### config.mk
export PLATFORM = sky130hd
export DESIGN_NAME = mul_seq_ctrl_flat
export DESIGN_NICKNAME = d
export VERILOG_FILES = /design/src/rtl/mul_seq_ctrl_if.sv /design/src/rtl/mul_seq_ctrl.sv /design/src/flat_wrapper.sv
export SDC_FILE = /design/constraint.sdc
export NUM_CORES = 1
export LEC_CHECK = 0
export CAP_MARGIN = 20
export CORE_UTILIZATION = 47
export CTS_CLUSTER_DIAMETER = 150
export DETAILED_ROUTE_END_ITERATION = 7
export PLACE_DENSITY = 0.77
export SYNTH_ARGS = -nofsm -noshare
export SYNTH_HDL_FRONTEND = slang
export SYNTH_SLANG_ARGS = --single-unit
### constraint.sdc
create_clock -name clk -period 2.6 [get_ports clk]
set_input_delay 0.26 -clock clk [delete_from_list [all_inputs] [get_ports clk]]
set_output_delay 0.26 -clock clk [all_outputs]
set_load 0.01 [all_outputs]
### src/rtl/mul_seq_ctrl_if.sv
// Handshake, operand/result and external-adder signals of the MUL sequencer.
// The control unit is the master; the sequencer is the slave.
interface mul_seq_ctrl_if #(
   parameter int WIDTH = 32
);
   logic             start;
   logic [WIDTH-1:0] op_a;
   logic [WIDTH-1:0] op_b;
   logic             busy;
   logic             done;
   logic [WIDTH-1:0] result_hi;
   logic [WIDTH-1:0] result_lo;
   logic             result_zero;
   logic [WIDTH-1:0] add_a;
   logic [WIDTH-1:0] add_b;
   logic [WIDTH-1:0] add_c;

   modport master (
      output start, op_a, op_b,
      input  busy, done, result_hi, result_lo, result_zero
   );

   modport slave (
      input  start, op_a, op_b, add_c,
      output busy, done, result_hi, result_lo, result_zero, add_a, add_b
   );

   modport adder (
      input  add_a, add_b,
      output add_c
   );
endinterface

### src/rtl/mul_seq_ctrl.sv
// Unsigned shift-and-add multiply sequencer borrowing the core's WIDTH-bit adder:
// one add per RUN cycle, WIDTH cycles per product, result registered on entry to DONE.
module mul_seq_ctrl #(
   parameter int WIDTH = 32,
   parameter int CNT_W = $clog2(WIDTH) + 1
) (
   input  logic          clk,
   input  logic          rst_n,
   mul_seq_ctrl_if.slave bus
);

   typedef enum logic [1:0] {
      S_IDLE = 2'd0,
      S_RUN  = 2'd1,
      S_DONE = 2'd2
   } state_t;

   state_t           r_state;
   state_t           w_state_nxt;
   logic [WIDTH-1:0] r_mcand;
   logic [WIDTH-1:0] r_acc_hi;
   logic [WIDTH-1:0] r_acc_lo;
   logic [CNT_W-1:0] r_cnt;
   logic [WIDTH-1:0] r_res_hi;
   logic [WIDTH-1:0] r_res_lo;
   logic             r_res_zero;

   logic             w_load;
   logic             w_step;
   logic             w_last;
   logic             w_carry;
   logic [WIDTH-1:0] w_add_a;
   logic [WIDTH-1:0] w_add_b;
   logic [WIDTH-1:0] w_hi_nxt;
   logic [WIDTH-1:0] w_lo_nxt;

   // The adder has no carry-out port; an unsigned wrap shows up as sum < operand A.
   assign w_add_a  = r_acc_hi;
   assign w_add_b  = r_acc_lo[0] ? r_mcand : {WIDTH{1'b0}};
   assign w_carry  = (bus.add_c < w_add_a);
   assign w_hi_nxt = {w_carry, bus.add_c[WIDTH-1:1]};
   assign w_lo_nxt = {bus.add_c[0], r_acc_lo[WIDTH-1:1]};
   assign w_last   = (r_cnt == CNT_W'(WIDTH - 1));

   assign bus.add_a       = w_add_a;
   assign bus.add_b       = w_add_b;
   assign bus.busy        = (r_state == S_RUN);
   assign bus.done        = (r_state == S_DONE);
   assign bus.result_hi   = r_res_hi;
   assign bus.result_lo   = r_res_lo;
   assign bus.result_zero = r_res_zero;

   // State register.
   always_ff @(posedge clk or negedge rst_n) begin
      if (!rst_n) begin
         r_state <= S_IDLE;
      end else begin
         r_state <= w_state_nxt;
      end
   end

   // Next-state decode; start is only honoured from IDLE or DONE.
   always_comb begin
      w_state_nxt = r_state;
      w_load      = 1'b0;
      w_step      = 1'b0;
      case (r_state)
         S_IDLE: begin
            if (bus.start) begin
               w_load      = 1'b1;
               w_state_nxt = S_RUN;
            end else begin
               w_state_nxt = S_IDLE;
            end
         end
         S_RUN: begin
            w_step = 1'b1;
            if (w_last) begin
               w_state_nxt = S_DONE;
            end else begin
               w_state_nxt = S_RUN;
            end
         end
         S_DONE: begin
            if (bus.start) begin
               w_load      = 1'b1;
               w_state_nxt = S_RUN;
            end else begin
               w_state_nxt = S_IDLE;
            end
         end
         default: begin
            w_state_nxt = S_IDLE;
         end
      endcase
   end

   // Operand capture and one shift-add iteration per RUN cycle.
   always_ff @(posedge clk or negedge rst_n) begin
      if (!rst_n) begin
         r_mcand  <= {WIDTH{1'b0}};
         r_acc_hi <= {WIDTH{1'b0}};
         r_acc_lo <= {WIDTH{1'b0}};
         r_cnt    <= {CNT_W{1'b0}};
      end else if (w_load) begin
         r_mcand  <= bus.op_a;
         r_acc_hi <= {WIDTH{1'b0}};
         r_acc_lo <= bus.op_b;
         r_cnt    <= {CNT_W{1'b0}};
      end else if (w_step) begin
         r_acc_hi <= w_hi_nxt;
         r_acc_lo <= w_lo_nxt;
         r_cnt    <= r_cnt + CNT_W'(1);
      end else begin
         r_acc_hi <= r_acc_hi;
         r_acc_lo <= r_acc_lo;
         r_cnt    <= r_cnt;
      end
   end

   // Result registers only see the final iteration, so intermediate sums never leak out.
   always_ff @(posedge clk or negedge rst_n) begin
      if (!rst_n) begin
         r_res_hi   <= {WIDTH{1'b0}};
         r_res_lo   <= {WIDTH{1'b0}};
         r_res_zero <= 1'b0;
      end else if (w_step && w_last) begin
         r_res_hi   <= w_hi_nxt;
         r_res_lo   <= w_lo_nxt;
         r_res_zero <= (w_hi_nxt == {WIDTH{1'b0}}) && (w_lo_nxt == {WIDTH{1'b0}});
      end else begin
         r_res_hi   <= r_res_hi;
         r_res_lo   <= r_res_lo;
         r_res_zero <= r_res_zero;
      end
   end

endmodule

### src/flat_wrapper.sv
// flat-port wrapper written by rule: the top's interface ports become plain ports
module mul_seq_ctrl_flat 
#(
   parameter int WIDTH = 32,
   parameter int CNT_W = $clog2(WIDTH) + 1
)
  (clk, rst_n, bus_start, bus_op_a, bus_op_b, bus_add_c, bus_busy, bus_done, bus_result_hi, bus_result_lo, bus_result_zero, bus_add_a, bus_add_b);
  mul_seq_ctrl_if #(.WIDTH(WIDTH)) bus_i ();
  input  logic clk;
  input  logic rst_n;
  input wire logic [$bits(bus_i.start)-1:0] bus_start;
  input wire logic [$bits(bus_i.op_a)-1:0] bus_op_a;
  input wire logic [$bits(bus_i.op_b)-1:0] bus_op_b;
  input wire logic [$bits(bus_i.add_c)-1:0] bus_add_c;
  output wire logic [$bits(bus_i.busy)-1:0] bus_busy;
  output wire logic [$bits(bus_i.done)-1:0] bus_done;
  output wire logic [$bits(bus_i.result_hi)-1:0] bus_result_hi;
  output wire logic [$bits(bus_i.result_lo)-1:0] bus_result_lo;
  output wire logic [$bits(bus_i.result_zero)-1:0] bus_result_zero;
  output wire logic [$bits(bus_i.add_a)-1:0] bus_add_a;
  output wire logic [$bits(bus_i.add_b)-1:0] bus_add_b;
  assign bus_i.start = bus_start;
  assign bus_i.op_a = bus_op_a;
  assign bus_i.op_b = bus_op_b;
  assign bus_i.add_c = bus_add_c;
  assign bus_busy = bus_i.busy;
  assign bus_done = bus_i.done;
  assign bus_result_hi = bus_i.result_hi;
  assign bus_result_lo = bus_i.result_lo;
  assign bus_result_zero = bus_i.result_zero;
  assign bus_add_a = bus_i.add_a;
  assign bus_add_b = bus_i.add_b;
  mul_seq_ctrl #(.WIDTH(WIDTH), .CNT_W(CNT_W)) u_core (.clk(clk), .rst_n(rst_n), .bus(bus_i));
endmodule
==> impl_metrics.py, run 1 <==
metrics = {
    "job": {
        "drv_cap": 0,
    },
    "route": {
        "ant_nets": 0,
        "drc_errors": 0,
        "post_drt_via_cell_ratio": 5.24,
        "first_iter_violations": 291,
        "wl_per_cell_um": 16.9,
        "vias": 6120,
        "drt-pass1-iter-count": 5,
        "routed_wl_mm": 19.8,
    },
    "setup_path": {
        "cp.required_ns": 2.34,
        "worstPathCellList": "nand2b_1, inv_2, buf_12, clkdlybuf4s50_1",
        "start_kind": "register",
        "criticalPathCategory": "register to output port",
        "worst_ep_arrival_time_ns": 2.00,
        "worstSetupEndpointType": "output port",
        "slowest_stage": "clkdlybuf4s50_1",
        "worstPathMaxFanout": 70,
        "slowest_delay_ns": 0.61,
    },
    "clock_network": {
        "htree_levels": 4,
        "clkTransAtPathRegs_ns": 0.06,
        "ctsLongestPathBuffers": 2,
        "cts_root_buffer": "clkbuf_16",
        "numCtsBuffers": 17,
        "cts_tree": "done",
        "cts_sinks": 169,
        "cts_resized": 0,
        "insertion_delay_ns": 0.42,
    },
    "die": {
        "die_h_um": 129,
        "io_pins": 230,
        "die_area_um2": 16700,
        "std_cell_rows": 46,
        "initial_core_util_pct": 48.0,
        "core_um2": 15800,
        "fp.dieW_um": 129,
    },
    "yosys": {
        "synth_area_leaders": "dfrtp_1 (56%), nand2_1 (8.5%), ha_1 (5.3%)",
        "synth_seq_area_share_pct": 55.7,
        "synth_nets": 845,
        "ys.flop_type": "dfrtp_1",
        "ys_top_cells_by_count": "nand2_1 (172), dfrtp_1 (169), a22o_1 (33), mux2_2 (33), nor2_1 (33)",
        "yosysUniqueCellTypes": 39,
        "syn_avg_cell_area_um2": 10.6,
        "synth_warnings": 0,
        "syn-cell-area_um2": 7590,
        "synth_most_common_cell": "nand2_1",
        "synth_top_area_share_pct": 55.7,
        "synth-seq-cells": 169,
        "synth-edff-count": 0,
        "synthCells": 714,
        "synth_area_leader_cell": "dfrtp_1",
        "postSynth.asyncResetShare_pct": 100,
    },
    "run_status": {
        "status": "finished clean",
    },
    "place": {
        "dpl.hpwl_mm": 13.9,
        "io_buffers": 229,
        "placed_area_um2": 10200,
        "gp_congestion": 0.803,
        "placed_cells": 1138,
    },
    "cells_and_area": {
        "antenna_cells": 0,
        "nFillCells": 1229,
        "utilization_pct": 68.1,
        "design_area_um2": 10800,
        "finalNonFillerCells": 1169,
        "final_nets": 1073,
        "drive_gt1_share_pct": 9.34,
        "area_delta_synth_final_pct": 41.9,
    },
    "power": {
        "peakVddDrop_v": 0.000468,
        "p_per_area_nw_per_um2": 745,
        "cellLeakagePower_nw": 4.80,
    },
    "grt": {
        "grt_overflow": 0,
        "track_usage_pct": 24.6,
        "grt_max_degree": 71,
        "grt_pass1_vias": 5980,
        "grt_pass1_wl_mm": 31.2,
        "antenna_found_initial": 0,
    },
    "timing": {
        "timing.final.crit_share_pct": 86.9,
        "maxSlewViolCount": 0,
        "max_slew_margin_pct": 34.8,
        "rsz0062_at_grt": "no",
        "tns_ns": 0,
        "worst_pin_slew_ns": 0.975,
        "period_needed_ns": 2.26,
        "setup_viol": 0,
        "skew_ns": 0.00973,
        "timing.fmax_ghz": 0.443,
        "timing.hold.ws_ns": 0.366,
        "finalHoldViolCount": 0,
    },
    "min_path": {
        "min_path_type": "primary input to register",
    },
}
metrics by stage:
stage	setup slack (ns)	power, mW
final	0.342	8.03
after global routing	0.244	8.46
after CTS	0.311	8.08
after detailed placement	0.140	5.66
after global placement	0.145	5.59
after floorplan	0.629	4.53
state kept, by name (all words and copies together), names as in the netlist:
signal                  count
u_core.r_state              2
u_core.bus.result_zero      1
u_core.bus.add_a           32
u_core.r_acc_lo            32
u_core.bus.result_lo       32
u_core.r_mcand             32
u_core.bus.result_hi       32
u_core.r_cnt                6
final timing paths:
check                                     from                        to  slack, ns  cells after the start
max reg2reg                u_core.bus.add_a[7]  u_core.bus.result_hi[31]       0.42                      7
min in group asynchronous                rst_n   u_core.bus.result_hi[9]       0.41                      2
max                          u_core.r_state[0]                  bus_busy       0.34                      4
min                               bus_op_a[25]        u_core.r_mcand[25]       0.37                      3
max in group asynchronous                rst_n  u_core.bus.result_lo[27]       1.44                      3
min reg2reg                 u_core.r_mcand[14]        u_core.r_mcand[14]       0.47                      2
logic make-up (layout without fill, tap and decap cells):
logic type | count (synthesis) | in the layout | share of synthesized area [%]
simple gates | 279 | 279 | 16.4
flops | 169 | 169 | 55.7
buf+inv | 72 | 311 | 3.82
compound gates | 98 | 98 | 9.25
fa+ha+maj | 32 | 32 | 5.27
mux | 64 | 64 | 9.54
critical path, delay by kind of cell, from the launching register on:
family / cells / cell delay [ns]
buffers and inverters: 3 / 1.02
and+or+nand+nor: 1 / 0.11
DFF: 1 / 0.43
timing repair:
item / in CTS / in global routing
hold buffers: 1 / 0
buffers inserted: 0 / 0
endpoints found under the hold margin: 65 / 0
endpoints found under the setup margin: 0 / 0
area by class of cell:
type / instances / area, um2 / share of cell area (%)
clock buffers: 23 / 488 / 4.53
repair buffers: 248 / 2500 / 23.2
multi-input cells: 473 / 3100 / 28.7
inverters: 33 / 124 / 1.15
clock inverters: 7 / 68.8 / 0.639
well taps: 216 / 270 / 2.51
flip-flops and latches: 169 / 4230 / 39.2
cell usage in the layout (no fill, tap or decap), drive strengths merged, types with 23 or more instances in the layout:
| master | instances |
|---|---|
| and2 | 32 |
| clkdlybuf4s50 | 228 |
| inv | 33 |
| a31oi | 27 |
| mux2 | 64 |
| nand2 | 172 |
| a22o | 33 |
| dfrtp | 169 |
| nor2 | 33 |
| clkbuf | 23 |
| ha | 32 |
where the power goes:
part	switching [mW]	leakage [nW]	internal (mW)
sequential	0.431	2.01	3.13
combinational	0.955	2.52	1.10
clock	1.01	0.271	1.41
total	2.39	4.80	5.64
metal layers:
layer / vias to the layer above / GRT usage, % / wire length [um]
li1: 2908 / - / -
met1: 3001 / 32.9 / 8960
met2: 186 / 39.2 / 9380
met3: 25 / 5.78 / 1110
met4: 0 / 9.34 / 350
met5: - / 0 / 0
Power figures use the tool's default switching activity.
==> run 2: changes to the inputs <==
--- a/config.mk
+++ b/config.mk
@@ -6,6 +6,7 @@
 export NUM_CORES = 1
 export LEC_CHECK = 0
 export CAP_MARGIN = 20
+export CORE_MARGIN = 1.5
 export CORE_UTILIZATION = 47
 export CTS_CLUSTER_DIAMETER = 150
 export DETAILED_ROUTE_END_ITERATION = 7
==> impl_metrics.py, run 2 (synthesis gave the netlist of run 1 again) <==
metrics = {
    "run_status": {
        "status": "finished clean",
    },
    "setup_path": {
        "slowest_stage": "o41ai_2",
        "cp_top_family": "compound AO/OA/AOI/OAI gates",
        "worstSetupStartpoint": "u_core.bus.add_a[7]",
        "worstSetupEndpointType": "register",
        "cp.required_ns": 2.90,
        "worst_ep_arrival_time_ns": 2.50,
        "criticalPathCategory": "register to register",
        "crit_buf_inv": 1,
        "r2r-start": "u_core.bus.add_a[7]",
        "worstPathMaxFanout": 3,
        "worstPathCellList": "inv_1, ha_1, nand4_1, o311a_1, o41ai_2, a31oi_1, mux2_4",
        "slowest_delay_ns": 0.39,
        "start_kind": "register",
    },
    "die": {
        "die_h_um": 130,
        "fp.dieW_um": 130,
        "std_cell_rows": 46,
        "initial_core_util_pct": 48.0,
        "die_area_um2": 16900,
        "core_um2": 15800,
        "io_pins": 230,
    },
    "route": {
        "post_drt_via_cell_ratio": 5.23,
        "vias": 6111,
        "wl_per_cell_um": 17.0,
        "first_iter_violations": 366,
        "ant_nets": 0,
        "drt-pass1-iter-count": 4,
        "drc_errors": 0,
        "routed_wl_mm": 19.8,
    },
    "cells_and_area": {
        "antenna_cells": 0,
        "drive_gt1_share_pct": 9.14,
        "final_nets": 1070,
        "area_delta_synth_final_pct": 42.3,
        "layout_commonest_cell": "clkdlybuf4s50_1",
        "final_cell_mix": "clkdlybuf4s50_1 (228), nand2_1 (172), dfrtp_1 (169)",
    },
    "timing": {
        "finalHoldViolCount": 0,
        "timing.final.crit_share_pct": 84.5,
        "setup_viol": 0,
        "maxSlewViolCount": 0,
        "worst_pin_slew_ns": 0.681,
        "rsz0062_at_grt": "no",
        "timing.fmax_ghz": 0.455,
        "max_slew_margin_pct": 54.6,
        "tns_ns": 0,
        "skew_ns": 0.00656,
        "period_needed_ns": 2.20,
    },
    "power": {
        "swShare_pct": 29.1,
        "cellLeakagePower_nw": 4.81,
        "intPower_mw": 5.86,
        "switchingPower_mw": 2.41,
        "peakVddDrop_v": 0.000412,
        "p_per_area_nw_per_um2": 765,
        "seqPwrFrac_pct": 43.0,
        "power_mw": 8.27,
        "p_comb_share_pct": 24.8,
        "clockPowerShare_pct": 32.1,
    },
    "clock_network": {
        "clkTransAtPathRegs_ns": 0.06,
        "ctsLongestPathBuffers": 2,
        "cts_tree": "done",
        "insertion_delay_ns": 0.41,
        "htree_levels": 4,
        "postCtsSetupBuffers": 0,
        "cts_resized": 0,
        "cts_sinks": 169,
        "numCtsBuffers": 17,
        "cts_root_buffer": "clkbuf_16",
    },
    "place": {
        "dpl.hpwl_mm": 13.8,
        "io_buffers": 229,
        "gp_congestion": 0.779,
    },
    "min_path": {
        "min_path_type": "primary input to asynchronous set/reset pin",
    },
    "grt": {
        "grt_pass1_vias": 6020,
        "grt_pass1_wl_mm": 31.8,
        "busiest_layer": "met2",
        "antenna_found_initial": 0,
        "use_met1_pct": 32.4,
        "track_usage_pct": 24.5,
        "grt_overflow": 0,
        "use_met3_pct": 5.99,
        "grt_use_met2_pct": 39.6,
        "grt_max_degree": 80,
    },
    "job": {
        "drv_cap": 0,
    },
}
==> run 2: final timing paths <==
check	end	slack, ns	cells after the start
worst max register to register	u_core.bus.result_hi[31]	0.40	7
worst min register to register	u_core.r_mcand[1]	0.47	2
worst min-delay path	u_core.bus.result_hi[11]	0.29	2
max in group asynchronous	u_core.r_acc_lo[1]	1.55	3
worst max-delay path	u_core.bus.result_hi[31]	0.40	7
min in group clk	u_core.r_mcand[24]	0.36	3
==> run 2: layer usage <==
layer  wire, um  share of wire, %  vias to the layer above
li1           -                 -                     2911
met1       8450                43                     2986
met2       9660                49                      194
met3       1390               7.0                       20
met4        304               1.5                        0
met5          0                 0                        -
==> run 2: power by group through the flow <==
stage	Combinational [mW]	Sequential, mW	Clock (mW)
floorplan	1.00	3.53	0
global placement	2.01	3.58	0
detailed placement	2.06	3.60	0
CTS	2.08	3.55	2.71
global route	2.27	3.63	2.82
finish	2.05	3.56	2.66
==> run 2: timing repair <==
item | in CTS | in global routing
hold buffers | 1 | 0
endpoints found under the hold margin | 33 | 0
endpoints found under the setup margin | 0 | 0
==> run 2: stage by stage <==
step | utilization (%) | area (um2) | setup slack [ns] | hold WS [ns] | instances
floorplan | - | 7590 | 0.629 | -0.0356 | 714
global placement | 64.3 | 10200 | 0.151 | 0.177 | 1135
detailed placement | 64.3 | 10200 | 0.117 | 0.181 | 1135
CTS | 68.3 | 10800 | 0.429 | 0.295 | 1168
global route | 68.3 | 10800 | 0.311 | 0.318 | 1168
finish | 68.3 | 10800 | 0.403 | 0.295 | 1168
==> run 2: final cells by class <==
type / count / area (um2)
Multi-Input combinational cell: 473 / 3100
Fill cell: 1209 / 5020
Timing Repair Buffer: 245 / 2470
Clock buffer: 21 / 450
Inverter: 33 / 124
Tap cell: 216 / 270
Clock inverter: 11 / 171
Sequential cell: 169 / 4230
